## src/rtl/mips32_fetch_queue.sv

```systemverilog
// mips32_fetch_queue: credit-based instruction prefetch queue with redirect flush and HLT stop.
// Define FETCH_FLUSH_CNT_EN to build the saturating redirect counter on flush_cnt.
module mips32_fetch_queue #(
  parameter int DEPTH = 4
) (
  input  logic        clk1,
  input  logic        rst_n,
  output logic        imem_req,
  output logic [9:0]  imem_addr,
  input  logic        imem_gnt,
  input  logic        imem_rvalid,
  input  logic [31:0] imem_rdata,
  input  logic        redirect,
  input  logic [31:0] redirect_pc,
  output logic        dq_valid,
  output logic [31:0] dq_ir,
  output logic [31:0] dq_npc,
  input  logic        dq_ready,
  output logic        halted,
  output logic [15:0] flush_cnt
);
  localparam int AW = $clog2(DEPTH);
  localparam int CW = AW + 1;
  localparam logic [CW:0] CAP = (CW+1)'(DEPTH);

  logic [31:0]   pc_q, pc_d, ret_pc_q, ret_pc_d;
  logic [CW-1:0] outs_q, outs_d, drop_q, drop_d, count_q, count_d;
  logic [AW-1:0] rd_q, rd_d, wr_q, wr_d;
  logic          halted_q, halted_d, hlt_q, hlt_d;
  logic [31:0]   ir_q [DEPTH];
  logic [31:0]   ir_d [DEPTH];
  logic [31:0]   npc_q [DEPTH];
  logic [31:0]   npc_d [DEPTH];
  logic          redir, gnt, push, pop;

  assign redir     = redirect && !halted_q;
  assign imem_req  = rst_n && !halted_q && !hlt_q && !redirect &&
                     ((CW+1)'(outs_q) + (CW+1)'(count_q) < CAP);
  assign imem_addr = pc_q[9:0];
  assign gnt       = imem_req && imem_gnt;
  // stale returns and anything behind a queued HLT are consumed without a push
  assign push      = imem_rvalid && drop_q == '0 && !hlt_q && !redir;
  assign dq_valid  = count_q != '0 && !halted_q;
  assign pop       = dq_valid && dq_ready && !redir;
  assign dq_ir     = ir_q[rd_q];
  assign dq_npc    = npc_q[rd_q];
  assign halted    = halted_q;

  always_comb begin
    pc_d     = pc_q + 32'(gnt);
    ret_pc_d = ret_pc_q;
    outs_d   = outs_q + CW'(gnt) - CW'(imem_rvalid);
    drop_d   = drop_q - CW'(imem_rvalid && drop_q != '0);
    count_d  = count_q + CW'(push) - CW'(pop);
    rd_d     = rd_q + AW'(pop);
    wr_d     = wr_q;
    hlt_d    = hlt_q;
    halted_d = halted_q || (pop && dq_ir[31:26] == 6'h3f);
    ir_d     = ir_q;
    npc_d    = npc_q;
    if (push) begin
      ir_d[wr_q]  = imem_rdata;
      npc_d[wr_q] = ret_pc_q + 32'd1;
      wr_d        = wr_q + AW'(1);
      ret_pc_d    = ret_pc_q + 32'd1;
      hlt_d       = imem_rdata[31:26] == 6'h3f;
    end
    // every request still in flight after this cycle belongs to the old path
    if (redir) begin
      pc_d     = redirect_pc;
      ret_pc_d = redirect_pc;
      drop_d   = outs_d;
      count_d  = '0;
      rd_d     = '0;
      wr_d     = '0;
      hlt_d    = 1'b0;
      halted_d = halted_q;
    end
  end

  always_ff @(posedge clk1 or negedge rst_n) begin
    if (!rst_n) begin
      pc_q     <= '0;
      ret_pc_q <= '0;
      outs_q   <= '0;
      drop_q   <= '0;
      count_q  <= '0;
      rd_q     <= '0;
      wr_q     <= '0;
      hlt_q    <= 1'b0;
      halted_q <= 1'b0;
      ir_q     <= '{default: '0};
      npc_q    <= '{default: '0};
    end else begin
      pc_q     <= pc_d;
      ret_pc_q <= ret_pc_d;
      outs_q   <= outs_d;
      drop_q   <= drop_d;
      count_q  <= count_d;
      rd_q     <= rd_d;
      wr_q     <= wr_d;
      hlt_q    <= hlt_d;
      halted_q <= halted_d;
      ir_q     <= ir_d;
      npc_q    <= npc_d;
    end
  end

`ifdef FETCH_FLUSH_CNT_EN
  logic [15:0] flush_cnt_q, flush_cnt_d;
  assign flush_cnt_d = flush_cnt_q + 16'(redir && flush_cnt_q != 16'hffff);
  assign flush_cnt   = flush_cnt_q;
  always_ff @(posedge clk1 or negedge rst_n) begin
    if (!rst_n) flush_cnt_q <= '0;
    else flush_cnt_q <= flush_cnt_d;
  end
`else
  assign flush_cnt = '0;
`endif
endmodule

```

## config.mk

```make
export PLATFORM = sky130hd
export DESIGN_NAME = mips32_fetch_queue
export DESIGN_NICKNAME = d
export VERILOG_FILES = /design/src/rtl/mips32_fetch_queue.sv
export SDC_FILE = /design/constraint.sdc
export NUM_CORES = 1
export LEC_CHECK = 0
export BUFFER_PORTS_ARGS = -buffer_cell sky130_fd_sc_hd__buf_2
export CELL_PAD_IN_SITES_DETAIL_PLACEMENT = 1
export CELL_PAD_IN_SITES_GLOBAL_PLACEMENT = 2
export CORE_MARGIN = 5
export CORE_UTILIZATION = 42
export CTS_BUF_LIST = sky130_fd_sc_hd__clkbuf_4
export DETAILED_ROUTE_END_ITERATION = 10
export PLACE_DENSITY = 0.87
export SKIP_CTS_REPAIR_TIMING = 1
export SYNTH_ARGS = -nofsm -noshare
export SYNTH_HDL_FRONTEND = slang
export SYNTH_SLANG_ARGS = --single-unit
```

## constraint.sdc

```tcl
create_clock -name clk1 -period 3.4 [get_ports clk1]
set_input_delay 0.51 -clock clk1 [delete_from_list [all_inputs] [get_ports clk1]]
set_output_delay 0.51 -clock clk1 [all_outputs]
set_load 0.02 [all_outputs]
```

### After elaboration in Yosys (flattened, before gate mapping)

Index checks and enable logic that the tools add are counted.

* register bits: 335
* logic and storage cells: 79
* output and inout bits: 93
* input bits: 70

* eq/ne operators: 2
* $add $sub $neg: 10
* order comparisons: 4
* mux-type cells: 20
* bitwise logic cells: 2
* reduce and logical (&&, ||, !) cells: 24

Operator list (number)
* $bwmux W128: 2
* $mux W32: 8
* $bmux W32 S2: 2
* $demux W32 S2: 1
* $add A32 B1 Y32: 1
* $add A32 B1 Y32 const B: 1
* $logic_and A1 B1 Y1: 15
* $eq A6 B6 Y1 const B: 2
* $sub A3 B1 Y3: 3
* $add A3 B1 Y3: 2
* $ge A3 B3 Y1 const B: 2
* $mux W2: 3
* $mux W3: 2
* $not A2 Y3: 2
* $reduce_bool A3 Y1: 2
* $add A3 B3 Y4: 1
* $logic_not A1 Y1: 4
* $lt A4 B3 Y1 const B: 1
* $logic_not A3 Y1: 1
* $lt A3 B1 Y1 const B: 1
* $add A2 B1 Y2: 1
* $add A2 B1 Y2 const B: 1
* $mux W1: 2
* $reduce_bool A2 Y1: 1
* $logic_or A1 B1 Y1: 1

### Logic depth before layout (Yosys ltp)

Gate-level depths: netlist of the first run.

* depth after elaboration: 9
* mapped depth: 12
* depth with buffers taken out: 12

### Least setup slack after synthesis of the first run

No wires, ideal clock.

* path kind: reg-to-reg
* start: register outs_q[2]
* end: register drop_q[2]
* setup slack: 0.699 ns
* clock period less this slack: 2.701 ns
* path buffers: 0
* arrival time: 2.565 ns
* data required time: 3.264 ns
* stages on the path, launching flop included: 13
* setup time: 0.136 ns
* path through: dfrtp_1 ha_1 nor3_1 nand4b_1 a31oi_1 nand2_1 ha_1 inv_1 ha_1 fa_1 xnor2_1 nand2_1 o21ai_0

* cells in the longest elaborated chain, start to end: 7

RTL lines
* from (decl): line 27 `logic [CW-1:0] outs_q, outs_d, drop_q, drop_d, count_q, count_d;`
* from (signal assigned): line 97 `outs_q <= outs_d;`
* $add A3 B3 Y4: line 38 `((CW+1)'(outs_q) + (CW+1)'(count_q) < CAP);`
* $lt A4 B3 Y1: line 38
* $logic_and A1 B1 Y1: line 37 `assign imem_req = rst_n && !halted_q && !hlt_q && !redirect &&`
* named net imem_req: line 8 `output logic imem_req,`
* $logic_and A1 B1 Y1: line 40 `assign gnt = imem_req && imem_gnt;`
* $add A3 B1 Y3: line 52 `outs_d = outs_q + CW'(gnt) - CW'(imem_rvalid);`
* $sub A3 B1 Y3: line 52
* named net outs_d[2]: line 27
* $mux W3: line 69 `if (redir) begin`
* named net drop_d[2]: line 27
* to (signal assigned): line 98 `drop_q <= drop_d;`
* to (decl): line 27

The timed path passes the listed nets, and every way through them passes these cells.
A chain may end at the register's enable or synchronous reset.

### Worst setup path after layout of the first run

* start: register rd_q[0]
* end: output dq_npc[5]

* cells in the longest elaborated chain, start to end: 4

RTL lines
* from (decl): line 28 `logic [AW-1:0] rd_q, rd_d, wr_q, wr_d;`
* from (signal assigned): line 100 `rd_q <= rd_d;`
* $not A2 Y3 (not written as such): line 46 `assign dq_npc = npc_q[rd_q];`
* $bmux W32 S2: line 46
* $mux W32 (not written as such) (2 in series): line 46
* to (decl): line 17 `output logic [31:0] dq_npc,`

No other way between the ends. The select of a mux whose other input is x is not followed.

==> results of run 1 <==
[where the power goes]
group / internal [mW] / switching, mW / total (mW)
Sequential: 4.38 / 0.420 / 4.80
Clock: 2.00 / 1.58 / 3.58
Combinational: 1.38 / 1.71 / 3.09
[worst min-delay path by stage]
| stage | startpoint | to | slack [ns] | cells past startpoint |
|---|---|---|---|---|
| floorplan | rst_n | count_q[0] | 0.21 | 0 |
| global placement | npc_q[3] | npc_q[3] | 0.46 | 2 |
| detailed placement | npc_q[23] | npc_q[23] | 0.47 | 2 |
| CTS | rst_n | ir_q[22] | -0.07 | 2 |
| global route | imem_rdata[20] | ir_q[20] | 0.002 | 2 |
| finish | redirect_pc[12] | ret_pc_q[12] | 0.04 | 3 |
[cell usage in the layout, fill, tap and decap left out, types with 3 or more instances in the layout]
| master | n |
|---|---|
| sky130_fd_sc_hd__nand2_4 | 4 |
| sky130_fd_sc_hd__bufinv_16 | 3 |
| sky130_fd_sc_hd__nand2_1 | 149 |
| sky130_fd_sc_hd__buf_12 | 8 |
| sky130_fd_sc_hd__o21ai_0 | 111 |
| sky130_fd_sc_hd__buf_4 | 11 |
| sky130_fd_sc_hd__a21oi_1 | 21 |
| sky130_fd_sc_hd__mux4_2 | 64 |
| sky130_fd_sc_hd__nand3_1 | 26 |
| sky130_fd_sc_hd__clkbuf_4 | 133 |
| sky130_fd_sc_hd__and4_1 | 7 |
| sky130_fd_sc_hd__nor3_1 | 7 |
| sky130_fd_sc_hd__xor2_1 | 45 |
| sky130_fd_sc_hd__inv_1 | 11 |
| sky130_fd_sc_hd__dfrtp_1 | 311 |
| sky130_fd_sc_hd__nand4_1 | 20 |
| sky130_fd_sc_hd__o21ai_1 | 8 |
| sky130_fd_sc_hd__and2_1 | 8 |
| sky130_fd_sc_hd__clkinv_1 | 13 |
| sky130_fd_sc_hd__xnor2_1 | 31 |
| sky130_fd_sc_hd__mux2_2 | 160 |
| sky130_fd_sc_hd__buf_2 | 145 |
| sky130_fd_sc_hd__dlygate4sd3_1 | 13 |
| sky130_fd_sc_hd__nor4_1 | 5 |
| sky130_fd_sc_hd__and3_1 | 8 |
| sky130_fd_sc_hd__ha_1 | 16 |
| sky130_fd_sc_hd__nor2_1 | 33 |
| sky130_fd_sc_hd__conb_1 | 16 |
[sequential cells by signal, summed over array words and instances (netlist names)]
signal	cells
drop_q	3
ret_pc_q	32
outs_q	3
rd_q	2
npc_q	128
wr_q	2
count_q	3
pc_q	10
hlt_q	1
ir_q	128
halted	1
[cell type report]
cell class                      count  area share, %
Tap cell                          455           3.34
Clock buffer                      133           5.86
Inverter                           11          0.242
Timing Repair Buffer              178           6.53
Multi-Input combinational cell    759           37.0
Antenna cell                        1         0.0147
Sequential cell                   313           46.0
Clock inverter                     20           1.01
[cells by family (layout without fill, tap and decap cells)]
group	count (synthesis)	after routing	synth area share, %
AO/OA/AOI/OAI	144	144	5.05
XOR/XNOR	76	76	4.60
adder cells (fa/ha/maj)	18	18	1.66
buffers and inverters	96	342	2.98
flip-flops	313	313	54.1
multiplexers	225	225	22.5
other	1	17	0.0259
AND/OR/NAND/NOR	280	280	9.14
[worst max-delay path, cell delays in order, from the launching register on]
cell                      delay [ns]
sky130_fd_sc_hd__dfrtp_4        0.51
sky130_fd_sc_hd__buf_12         0.45
sky130_fd_sc_hd__mux4_2         0.64
sky130_fd_sc_hd__buf_2          0.19
[per-layer routing]
layer  GRT usage (%)  share of wire, %  wire length, um
met1            26.5                46            16600
met2            30.5                48            17200
met3            4.41               4.5             1620
met4            5.40               1.8              655
met5               0                 0                0
[stage by stage]
stage | setup WS (ns) | std cells | hold WS, ns | area, um^2
global placement | 0.509 | 1703 | 0.457 | 15700
CTS | 0.223 | 1856 | -0.0663 | 16900
global route | 0.160 | 1870 | 0.00153 | 17000
detailed placement | 0.441 | 1703 | 0.465 | 15700
floorplan | 0.699 | 1168 | 0.214 | 14500
finish | 0.356 | 1870 | 0.0447 | 17000
==> results.md, run 1 <==
* Class of the most critical setup path: reg -> out
* Highest fanout seen on the critical path at 60
* Unrepaired setup endpoints after global routing: no
* Final period utilization at 89.5%
* Crit. Startpoint: rd_q[0]
* Die Span X at 196 um
* EDFF count, synth at 0
* Reg area at roughly 0.0078 mm^2
* Pleak at roughly 8.0 nW
* Number of violations reported at the end of detailed-routing iteration 0 at roughly 340
* Setup violation total in the final timing report at 0
* Detailed Route WL at 36100 um
* Detailed-route wire length per cell at 19.3 um
* Cells after Synth at about 1200
* IR Drop Worst-Case VDD at 0.305 mV
* Insertion delay to the later sink of the worst-skew pair at 0.73 ns
* Multi-input gate area in the final layout at ~0.0063 mm^2
* Number of hold violations in the final report at 0
* Cts bufs inserted at 86
* Path category of the worst min-delay check: in -> reg
* Ranking of synthesized cells by area: sky130_fd_sc_hd__dfrtp_1 54%, sky130_fd_sc_hd__mux2_2 12%, sky130_fd_sc_hd__mux4_2 10%
* Clock root buffer: sky130_fd_sc_hd__clkbuf_4
* Via count of the first global-routing pass at ~11000
* Final-report max-slew violation count at 0
* Startpoint of the most critical register-to-register path: drop_q[1]
* Filler Cells Inserted at about 3600
* Clk slew on worst S/H paths at about 0.070 ns
* Final total power at between 10 and 15 mW
* Slew HR at between 20% and 30%
* Critical path launch point type: flop
* Grt total ovfl at 0
* Proportion of register bits with asynchronous set or reset after synthesis at 100%
* Total of max-cap violations at 0
* Synth-to-Final Area Change at 17.7%
* Total Negative Setup Slacks at 0 ns
* Number of vias after detailed routing at 9759
* Number of nets in the finished design at around 1400
* Power per cell area at 673 mW/mm^2
* Average cell area after synthesis at about 13 um^2
* Yosys top cell by area: sky130_fd_sc_hd__dfrtp_1
* Last element of the critical path: dq_npc[5]
* Timing-limited maximum frequency at about 330 MHz
* Critical Path RT at 2.89 ns
* DR pass1 iterations at 4
* Global-route wire length before repair at slightly below 60000 um
* Arrival @ worst endpoint at ~2.5 ns
* Die span in y at between 150 and 200 um
* Register bit count reported by yosys at around 310
* Area of the mapped netlist at about 0.014 mm^2
* Capture point of the worst reg-to-reg path: count_q[2]
* Clk_skew at between 0.07 and 0.08 ns
* Number of warnings reported in the yosys synthesis log at 0
* Worst r2r path cells at 11
* # IOs at between 150 and 200
* Clock sink count at roughly 310
* CORE AREA at between 0.03 and 0.04 mm^2
* CTS H-Tree Depth at 3
* Antenna violations before repair at 1
* Util after Layout at 49.7%
* Largest net degree at the start of global routing at between 150 and 200
* Critical path endpoint category: primary output
* Leading cell type by number of instances after synthesis: sky130_fd_sc_hd__dfrtp_1
* CTS tree: done
* Area of the die at ~0.038 mm^2
* Min Tclk post-route at between 3 and 4 ns
* Fraction of layout cells with a size suffix above 1 at approximately two fifths
* Via count normalized by instance count at about 5.2
* Setup slack, reg-to-reg at approximately 0.60 ns
* Dpl hpwl at between 20000 and 25000 um
* Status: completed
* Leading post-synthesis cells by instance count: 313 x sky130_fd_sc_hd__dfrtp_1, 160 x sky130_fd_sc_hd__mux2_2, 153 x sky130_fd_sc_hd__nand2_1, 111 x sky130_fd_sc_hd__o21ai_0, 64 x sky130_fd_sc_hd__mux4_2
* # port buffers at between 100 and 150
* Buffers from clock root to sink, at most at 3
* Worst-margin pin slew at between 1 and 1.5 ns
* Initial Utilization at between 40% and 50%
* Routed Antenna Nets at 0
* Area share of the largest cell type after synthesis at a little over half
* Total DRC errors in the routed layout at 0
* Count of distinct cell types in the synthesized netlist at 40
* Register area share after synthesis at 54.1%
* Synth Flop Type: sky130_fd_sc_hd__dfrtp_1
* RD Place Congestion at between 0.7 and 0.8
* Number of core rows at a little under 70
* Total global routing track utilization at a little under a fifth
No activity file was read; power rests on OpenSTA's default activity.
==> run 2, diff against run 1 <==
Settings changed: CTS_CLUSTER_SIZE from default to 28, PLACE_DENSITY 0.87 to default, PLACE_DENSITY_LB_ADDON from default to 0.25.
==> run 2 against run 1 <==
Effect of this change: cell count up 0.48%; first-iteration DRC count up 0.29%; clock skew down 0.034 ns; sequential power about the same; combinational power about the same; critical endpoint is now dq_npc[4]; largest cell class unchanged; highest routed layer unchanged.
==> results.md, run 2 (synthesis results as in run 1) <==
* Total DRC errors in the routed layout at 0 (unchanged)
* Clock root buffer: sky130_fd_sc_hd__clkbuf_4 (unchanged)
* Class of the most critical setup path: reg -> out (unchanged)
* Highest fanout seen on the critical path at 20 (was 60)
* Critical path endpoint category: primary output (unchanged)
* Util after Layout at 49.6% (was 49.7%)
* Cts bufs inserted at 88 (was 86)
* M1 GR Usage at 26.6% (was 26.5%)
* Timing-limited maximum frequency at 328 MHz (about the same)
* Arrival @ worst endpoint at 2.54 ns (was 2.53 ns)
* Number of hold violations in the final report at 0 (unchanged)
* Library cell contributing the largest single delay on the critical path: sky130_fd_sc_hd__dfrtp_4 (was sky130_fd_sc_hd__mux4_2)
* Clock sink count at 313 (unchanged)
* Min Tclk post-route at 3.05 ns (was 3.04 ns)
* Non-Filler Cell Area, Final at 0.0170 mm^2 (about the same)
* Pleak at 8.01 nW (was 8.02 nW)
* RD Place Congestion at 0.787 (was 0.786)
* Critical path launch point type: flop (unchanged)
* # port buffers at 146 (unchanged)
* CTS tree: done (unchanged)
* Most frequent cells in the layout: 311 x sky130_fd_sc_hd__dfrtp_1, 160 x sky130_fd_sc_hd__mux2_2, 149 x sky130_fd_sc_hd__nand2_1 (unchanged)
* Worst-margin pin slew at 0.992 ns (was 1.18 ns)
* # IOs at 163 (unchanged)
* Area of the die at 0.0383 mm^2 (unchanged)
* Clk_skew at 0.0412 ns (was 0.0747 ns)
* Largest net degree at the start of global routing at 168 (was 166)
* Final-report max-slew violation count at 0 (unchanged)
* Total Negative Setup Slacks at 0 ns (unchanged)
* Critical Path RT at 2.89 ns (about the same)
* Total global routing track utilization at 19.2% (was 19.1%)
* Routed Antenna Nets at 0 (unchanged)
* Die Span X at 196 um (unchanged)
* Number of core rows at 68 (unchanged)
* Slew HR at 33.8% (was 21.2%)
* Fraction of layout cells with a size suffix above 1 at 37.9% (was 38.3%)
* Final total power at 11.1 mW (was 11.5 mW)
* Synth-to-Final Area Change at 17.3% (was 17.7%)
* Final period utilization at 89.8% (was 89.5%)
* Number of nets in the finished design at 1451 (was 1437)
* Filler Cells Inserted at 3639 (was 3645)
* Initial Utilization at 42.2% (unchanged)
* Unrepaired setup endpoints after global routing: no (unchanged)
* Met2 capacity usage during global routing at 30.5% (about the same)
* Number of buffers and inverters on the critical path at 2 (unchanged)
* Insertion delay to the later sink of the worst-skew pair at 0.73 ns (about the same)
* Top Usage Layer GRT: met2 (unchanged)
* Clk slew on worst S/H paths at 0.06 ns (was 0.07 ns)
* Setup violation total in the final timing report at 0 (unchanged)
* Status: completed (unchanged)
* CTS H-Tree Depth at 3 (unchanged)
* Via count of the first global-routing pass at 11000 (about the same)
* IR Drop Worst-Case VDD at 0.270 mV (was 0.305 mV)
* Grt total ovfl at 0 (unchanged)
* Buffers from clock root to sink, at most at 3 (unchanged)
* Grt met3 use at 3.59% (was 4.41%)
* Number of violations reported at the end of detailed-routing iteration 0 at 343 (was 342)
* Worst path cell trace: buf_4, mux4_2, buf_2 (was buf_12, mux4_2, buf_2)
* Power per cell area at 652 mW/mm^2 (was 673 mW/mm^2)
* Delay contributed by the slowest stage of the critical path at 0.70 ns (was 0.64 ns)
* Detailed-route wire length per cell at 18.9 um (was 19.3 um)
* Largest registers: ir_q (128), npc_q (128), ret_pc_q (32) (unchanged)
* Antenna violations before repair at 2 (was 1)
* DP Area at 0.0158 mm^2 (was 0.0157 mm^2)
* DR pass1 iterations at 4 (unchanged)
* Detailed Route WL at 35400 um (was 36100 um)
* Via count normalized by instance count at 5.12 (was 5.22)
* CORE AREA at 0.0343 mm^2 (unchanged)
* Global-route wire length before repair at 59500 um (was 59400 um)
* Kind of cell adding the most delay to the critical path: flip-flops (was buffers and inverters)
* Number of vias after detailed routing at 9627 (was 9759)
* Most common cell after layout, fill and taps aside: sky130_fd_sc_hd__dfrtp_1 (unchanged)
* Total of max-cap violations at 0 (unchanged)
* Dpl hpwl at 23100 um (was 23300 um)
* Path category of the worst min-delay check: in -> reg (unchanged)
* Die span in y at 196 um (unchanged)
run 2: cell types whose count changed in the layout (fill, tap and decap cells not counted), moves of 2 or more:
| cell | delta |
|---|---|
| sky130_fd_sc_hd__buf_4 | +8 |
| sky130_fd_sc_hd__clkbuf_4 | -7 |
| sky130_fd_sc_hd__dlygate4sd3_1 | +6 |
| sky130_fd_sc_hd__clkinv_1 | +5 |
| sky130_fd_sc_hd__bufinv_16 | -3 |
| sky130_fd_sc_hd__inv_2 | +3 |
| sky130_fd_sc_hd__buf_12 | -2 |
| sky130_fd_sc_hd__clkinv_4 | -2 |
| sky130_fd_sc_hd__clkinvlp_4 | -2 |
| sky130_fd_sc_hd__diode_2 | +2 |
run 2: worst paths after layout:
| kind | startpoint | endpoint | slack [ns] | cells after the start |
|---|---|---|---|---|
| min reg2reg | npc_q[62] | npc_q[62] | 0.47 | 2 |
| max | rd_q[0] | dq_npc[4] | 0.35 | 3 |
| min | redirect_pc[18] | ret_pc_q[18] | 0.03 | 3 |
| min in group asynchronous | rst_n | ir_q[115] | 0.23 | 2 |
| max reg2reg | drop_q[1] | count_q[2] | 0.65 | 11 |
| max in group asynchronous | rst_n | rd_q[0] | 1.82 | 3 |
run 2: final cells by class:
class	count	area, um^2	area share [%]
antenna	3	7.51	0.0442
clock buffer	126	946	5.57
clock inverter	22	83.8	0.493
inverter	11	41.3	0.243
multi-input combinational	759	6310	37.2
sequential	313	7840	46.1
tap	455	569	3.35
timing repair buffer	190	1190	7.03
run 2: layer usage:
metal / part of all wire [%] / wire [um]
met5: 0 / 0
met4: 2.1 / 749
met3: 3.7 / 1320
met2: 48 / 16900
met1: 46 / 16400
run 2: worst reg2reg max path, stage by stage, from the launching register on:
cell and delay (ns):
sky130_fd_sc_hd__dfrtp_1 0.41, sky130_fd_sc_hd__or4b_1 0.70, sky130_fd_sc_hd__nor3_2 0.20, sky130_fd_sc_hd__inv_1 0.06
sky130_fd_sc_hd__ha_1 0.28, sky130_fd_sc_hd__inv_1 0.05, sky130_fd_sc_hd__ha_1 0.13, sky130_fd_sc_hd__inv_1 0.05
sky130_fd_sc_hd__fa_1 0.36, sky130_fd_sc_hd__xor2_1 0.16, sky130_fd_sc_hd__xnor2_1 0.16, sky130_fd_sc_hd__nor2_1 0.06
run 2: per-stage QoR:
stage	cells	setup slack, ns	hold slack (ns)
floorplan	1168	0.699	0.214
global placement	1709	0.528	0.369
detailed placement	1709	0.501	0.364
CTS	1857	0.196	-0.451
global route	1878	0.180	0.0102
finish	1879	0.347	0.0313
run 2: where the power goes:
| group | switching [mW] | internal [mW] |
|---|---|---|
| clock | 1.52 | 1.68 |
| sequential | 0.426 | 4.38 |
| combinational | 1.68 | 1.39 |
